===== config.mk =====
export PLATFORM = sky130hd
export DESIGN_NAME = imem_loader
export DESIGN_NICKNAME = d
export VERILOG_FILES = /design/src/rtl/imem_loader.sv
export SDC_FILE = /design/constraint.sdc
export NUM_CORES = 1
export LEC_CHECK = 0
export CAP_MARGIN = 30
export CORE_UTILIZATION = 40
export CTS_CLUSTER_SIZE = 40
export DETAILED_ROUTE_END_ITERATION = 10
export PLACE_DENSITY = 0.58
export SLEW_MARGIN = 40
export SYNTH_ARGS = -nofsm -noshare
export SYNTH_HDL_FRONTEND = slang
export SYNTH_SLANG_ARGS = --single-unit
export TNS_END_PERCENT = 100

===== constraint.sdc =====
create_clock -name clk_i -period 3.24 [get_ports clk_i]
set_input_delay 0.648 -clock clk_i [delete_from_list [all_inputs] [get_ports clk_i]]
set_output_delay 0.648 -clock clk_i [all_outputs]
set_load 0.005 [all_outputs]

===== src/rtl/imem_loader.sv =====
// Byte-stream instruction RAM loader: packs bytes little-endian into words, writes them from
// address 0 and holds the core in reset until the image is in. LOADER_CHECKSUM_EN adds a checksum byte.
module imem_loader #(
    parameter int ADDR_WIDTH = 5,
    parameter int DATA_WIDTH = 64
) (
    input  logic                  clk_i,
    input  logic                  rst_i,
    input  logic                  start_i,
    input  logic [ADDR_WIDTH:0]   len_i,
    input  logic                  in_valid_i,
    input  logic [7:0]            in_data_i,
    output logic                  in_ready_o,
    output logic                  ram_wen_o,
    output logic [ADDR_WIDTH-1:0] ram_waddr_o,
    output logic [DATA_WIDTH-1:0] ram_wdata_o,
    output logic                  core_rst_o,
    output logic                  busy_o,
    output logic                  done_o,
    output logic                  csum_err_o
);
    localparam int BYTES = DATA_WIDTH / 8;
    localparam int BW    = (BYTES > 1) ? $clog2(BYTES) : 1;
    localparam logic [ADDR_WIDTH:0] DEPTH = {1'b1, {ADDR_WIDTH{1'b0}}};

    typedef enum logic [2:0] {
        S_IDLE,
        S_RECV,
        S_WRITE,
`ifdef LOADER_CHECKSUM_EN
        S_CHECK,
`endif
        S_DONE
    } state_e;

    state_e                  state_q, state_d, after_last;
    logic [BW-1:0]           byte_cnt_q, byte_cnt_d;
    logic [ADDR_WIDTH:0]     word_cnt_q, word_cnt_d;
    logic [ADDR_WIDTH:0]     len_q, len_d, len_clamped;
    logic [DATA_WIDTH-1:0]   word_q, word_d;
    logic [ADDR_WIDTH-1:0]   waddr_q, waddr_d;
    logic [DATA_WIDTH-1:0]   wdata_q, wdata_d;
    logic                    in_ready_q, ram_wen_q, core_rst_q, busy_q, done_q;
    logic                    csum_err_q, csum_err_d;
    logic                    accept;
`ifdef LOADER_CHECKSUM_EN
    logic [7:0]              csum_q, csum_d;
`endif

    assign accept      = in_valid_i && in_ready_q;
    assign len_clamped = (len_i > DEPTH) ? DEPTH : len_i;
`ifdef LOADER_CHECKSUM_EN
    assign after_last  = S_CHECK;
`else
    assign after_last  = S_DONE;
`endif

    always_comb begin
        state_d    = state_q;
        byte_cnt_d = byte_cnt_q;
        word_cnt_d = word_cnt_q;
        len_d      = len_q;
        word_d     = word_q;
        waddr_d    = waddr_q;
        wdata_d    = wdata_q;
        csum_err_d = csum_err_q;
`ifdef LOADER_CHECKSUM_EN
        csum_d     = csum_q;
`endif
        case (state_q)
            S_IDLE, S_DONE: begin
                if (start_i) begin
                    len_d      = len_clamped;
                    byte_cnt_d = '0;
                    word_cnt_d = '0;
                    word_d     = '0;
                    waddr_d    = '0;
                    csum_err_d = 1'b0;
`ifdef LOADER_CHECKSUM_EN
                    csum_d     = 8'h00;
`endif
                    state_d    = (len_clamped == '0) ? after_last : S_RECV;
                end
            end
            S_RECV: begin
                if (accept) begin
                    word_d[8*byte_cnt_q +: 8] = in_data_i;
`ifdef LOADER_CHECKSUM_EN
                    csum_d = csum_q + in_data_i;
`endif
                    if (byte_cnt_q == BW'(BYTES - 1)) begin
                        byte_cnt_d = '0;
                        wdata_d    = word_d;
                        waddr_d    = word_cnt_q[ADDR_WIDTH-1:0];
                        state_d    = S_WRITE;
                    end else begin
                        byte_cnt_d = byte_cnt_q + 1'b1;
                    end
                end
            end
            S_WRITE: begin
                word_cnt_d = word_cnt_q + 1'b1;
                state_d    = (word_cnt_d == len_q) ? after_last : S_RECV;
            end
`ifdef LOADER_CHECKSUM_EN
            S_CHECK: begin
                if (accept) begin
                    csum_err_d = (in_data_i != csum_q);
                    state_d    = S_DONE;
                end
            end
`endif
            default: state_d = S_IDLE;
        endcase
    end

    // Outputs are registered from the next state so they line up with the state register.
    always_ff @(posedge clk_i) begin
        if (rst_i) begin
            state_q    <= S_IDLE;
            byte_cnt_q <= '0;
            word_cnt_q <= '0;
            len_q      <= '0;
            word_q     <= '0;
            waddr_q    <= '0;
            wdata_q    <= '0;
            in_ready_q <= 1'b0;
            ram_wen_q  <= 1'b0;
            core_rst_q <= 1'b1;
            busy_q     <= 1'b0;
            done_q     <= 1'b0;
            csum_err_q <= 1'b0;
`ifdef LOADER_CHECKSUM_EN
            csum_q     <= 8'h00;
`endif
        end else begin
            state_q    <= state_d;
            byte_cnt_q <= byte_cnt_d;
            word_cnt_q <= word_cnt_d;
            len_q      <= len_d;
            word_q     <= word_d;
            waddr_q    <= waddr_d;
            wdata_q    <= wdata_d;
`ifdef LOADER_CHECKSUM_EN
            csum_q     <= csum_d;
            in_ready_q <= (state_d == S_RECV) || (state_d == S_CHECK);
            busy_q     <= (state_d == S_RECV) || (state_d == S_WRITE) || (state_d == S_CHECK);
`else
            in_ready_q <= (state_d == S_RECV);
            busy_q     <= (state_d == S_RECV) || (state_d == S_WRITE);
`endif
            ram_wen_q  <= (state_d == S_WRITE);
            core_rst_q <= (state_d != S_DONE);
            done_q     <= (state_d == S_DONE);
            csum_err_q <= csum_err_d;
        end
    end

    assign in_ready_o  = in_ready_q;
    assign ram_wen_o   = ram_wen_q;
    assign ram_waddr_o = waddr_q;
    assign ram_wdata_o = wdata_q;
    assign core_rst_o  = core_rst_q;
    assign busy_o      = busy_q;
    assign done_o      = done_q;
    assign csum_err_o  = csum_err_q;

endmodule


==> flow_metrics.env <==
export IMPL_numCtsBuffers=17
export IMPL_cp_start_kind="register"
export IMPL_synth_warning_count=0
export IMPL_arrival_ps=2880
export IMPL_pwr_share_comb_pct=3.4
export IMPL_worstRegToRegCells=8
export IMPL_drc=0
export IMPL_min_from="len_q[4]$_SDFFE_PP0P_"
export IMPL_wl_per_cell_um=15.88
export IMPL_reg2reg_from="byte_cnt_q[1]$_SDFFE_PP0P_"
export IMPL_clockBufferDepth=2
export IMPL_path_delay_family="simple AND/OR/NAND/NOR gates"
export IMPL_grt_max_degree=70
export IMPL_cp_slowest_stage_delay_ps=470
export IMPL_ant_nets=0
export IMPL_nFillCells=1558
export IMPL_layout_drive_gt1_share_pct=10.71
export IMPL_maxSlewHeadroom_pct=55.86
export IMPL_start_util_pct=40.88
export IMPL_tritoncts="built"
export IMPL_hold_depth=2
export IMPL_core_um2=16580
export IMPL_min_to="len_q[4]$_SDFFE_PP0P_"
export IMPL_routed_wl_mm=16.69
export IMPL_n_antenna_cell=0
export IMPL_post_cts_buffers=0
export IMPL_slew_viol_final=0
export IMPL_synth_edf_count=0
export IMPL_critical_path_required_ps=3590
export IMPL_gr_total_overflow=0
export IMPL_viasPerCell=5.409
export IMPL_seq_area_frac_synth_pct=46.07
export IMPL_hp_class="register to register"
export IMPL_r2r_end="word_q[57]$_SDFFE_PP0P_"
export IMPL_gp_congestion=0.8104
export IMPL_first_pass_iters=5
export IMPL_setup_tns_ps=0
export IMPL_p_int_uw=3383
export IMPL_worstMarginPinSlew_ps=660.6
export IMPL_r2r_slack_ps=710
export IMPL_worst_setup_path_type="register to register"
export IMPL_endpoint_kind="register"
export IMPL_cts_resized=0
export IMPL_synthCells=735
export IMPL_nets=844
export IMPL_grt_pass1_wl_mm=27.54
export IMPL_cts_hold_buf=0
export IMPL_fin_crit_ps=2528
export IMPL_rows=47
export IMPL_ys_ff_latch=156
export IMPL_first_iter_violations=330
export IMPL_cpMostUsedCell="ha_1"
export IMPL_fmax_ghz=0.3955
export IMPL_dp_slack_ps=639.1
export IMPL_hpwl_mm=11.79
export IMPL_rsz0062_at_grt="false"
export IMPL_p_clk_share_pct=51.0
export IMPL_skew_ps=6.571
export IMPL_path_clk_slew_ps=60
export IMPL_synth_avg_cell_area_um2=9.223
export IMPL_vias=5685
export IMPL_ys_flop_type="dfxtp_1"
export IMPL_synthDistinctLibCells=55
export IMPL_vdd_drop_max_mv=0.3519
export IMPL_hold_violations=0
export IMPL_cts_htree_levels=4
export IMPL_clock_sinks=156
export IMPL_p_sw_share_pct=20.23
export IMPL_antenna_found_initial=0
export IMPL_leakage_uw=0.002895
export IMPL_cap_violations=0
export IMPL_path_cells="inv_1 > ha_1 > ha_1 > nor3b_1 > buf_12 > nor2b_1 > a22oi_1 > nor2_1"
export IMPL_finalSetupViolations=0
export IMPL_seqPwrFrac_pct=45.5
export IMPL_final_common_cell="dfxtp_1"
export IMPL_power_switching_uw=857.6
export IMPL_die_w_um=132.2
export IMPL_insertion_delay_ps=420
export IMPL_die_area_um2=17470
export IMPL_layout_common_cells="156 x dfxtp_1, 146 x nor2_1, 90 x clkdlybuf4s50_1"
export IMPL_powerDensity_nw_per_um2=490.0
export IMPL_outcome="complete, no violations"
export IMPL_crit_buf_inv=2
export IMPL_final_setup_worst_slack_ps=711.8
export IMPL_grt_usage_pct=19.73
export IMPL_fin_crit_sh_pct=78.03
export IMPL_cp_max_fo=10
export IMPL_io_pins=93
export IMPL_synth_area_um2=6779
export IMPL_grt_pass1_vias=5411
export IMPL_synthArstFlopShare_pct=0
export IMPL_dp_cells=1020
export IMPL_utilization_pct=52.18
export IMPL_instances_no_fill=1051
export IMPL_areaGrowthSynthToFinish_pct=27.65
export IMPL_cts_root_buf="clkbuf_16"
export IMPL_slowest_stage="nor2b_1"
export IMPL_io_buffers=91
export IMPL_die_h_um=132.2
-- logic make-up after synthesis --
family / count (synthesis) / synth area share [%]
other: 1 / 0.05532
DFF: 156 / 46.07
muxes: 56 / 8.269
AOI/OAI and AO/OA: 181 / 20.23
xor gates and xnor gates: 7 / 0.9044
and+or+nand+nor: 256 / 18.59
adders and majority gates: 7 / 1.292
buffers and inverters: 71 / 4.596
-- worst max path at each step --
stage	from	endpoint	slack (ps)	cells after the start
2_1_floorplan	byte_cnt_q[0]$_SDFFE_PP0P_	ram_wdata_o[35]$_SDFFE_PP0P_	660	10
3_3_place_gp	in_valid_i	ram_wdata_o[48]$_SDFFE_PP0P_	740	6
3_5_place_dp	in_valid_i	ram_wdata_o[55]$_SDFFE_PP0P_	640	6
4_1_cts	byte_cnt_q[1]$_SDFFE_PP0P_	word_q[57]$_SDFFE_PP0P_	740	8
5_1_grt	byte_cnt_q[1]$_SDFFE_PP0P_	word_q[63]$_SDFFE_PP0P_	490	8
6_report	byte_cnt_q[1]$_SDFFE_PP0P_	word_q[57]$_SDFFE_PP0P_	710	8
-- through the flow --
stage                     hold slack (ps)  total power (uW)  area, um2
after detailed placement            461.6              2118       8008
final                               468.1              4240       8653
after global placement              455.1              2115       8008
after global routing                480.5              4387       8653
after CTS                           469.1              4281       8653
after floorplan                     443.6              2053       6783
-- layout make-up --
cell class / count / area (um2) / share of cell area [%]
Multi-Input combinational cell: 509 / 3353 / 38.75
Timing Repair Buffer: 123 / 1211 / 14.00
Clock buffer: 25 / 515.5 / 5.957
Inverter: 12 / 45.04 / 0.5205
Tap cell: 220 / 275.3 / 3.181
Sequential cell: 156 / 3123 / 36.09
Clock inverter: 6 / 130.1 / 1.504
-- synthesized netlist by cell type (5+ instances only) --
cell,instances,share of area [%]
nor2_1,146,8.1
nor4_1,6,0.55
and3_1,9,0.83
nand3b_1,7,0.78
mux2i_1,56,8.3
buf_2,15,1.1
inv_1,10,0.55
o211ai_2,8,1.5
a22oi_1,66,7.3
nand3_1,11,0.81
nor2b_1,14,1.3
nor3_1,5,0.37
nand2b_1,8,0.74
nor3b_1,8,0.89
dfxtp_1,156,46
and2_1,10,0.92
a21oi_1,20,1.5
nand2_1,11,0.61
o21ai_0,5,0.37
clkbuf_1,33,1.8
ha_1,7,1.3
a31oi_1,7,0.65
a211oi_1,62,6.9
-- flip-flops by register name, summed over array words and instances (netlist names) --
signal / flops
done_o: 1
ram_wen_o: 1
byte_cnt_q: 3
word_q: 64
busy_o: 1
ram_waddr_o: 5
core_rst_o: 1
in_ready_o: 1
word_cnt_q: 6
ram_wdata_o: 64
len_q: 6
state_q: 3
-- power by group through the flow --
stage                     Combinational [uW]  Sequential (uW)  Clock, uW
final                                    145             1930       2160
after detailed placement                 145             1970          0
after global routing                     157             1930       2300
after floorplan                         84.3             1970          0
after global placement                   142             1970          0
after CTS                                145             1930       2200
-- tightest hold or removal path, stage by stage (launching register included) --
cell	delay, ps
dfxtp_1	320
nand2_1	60
a21oi_1	50
-- layer usage --
metal,share of wire [%],global-route usage [%],vias to the layer above
met5,0,0,-
met4,1.6,7.918,0
met3,3.1,3.883,20
met2,47,32.01,116
met1,48,25.76,2717
li1,-,-,2832
Note: power is estimated with default switching activity, not from simulation.
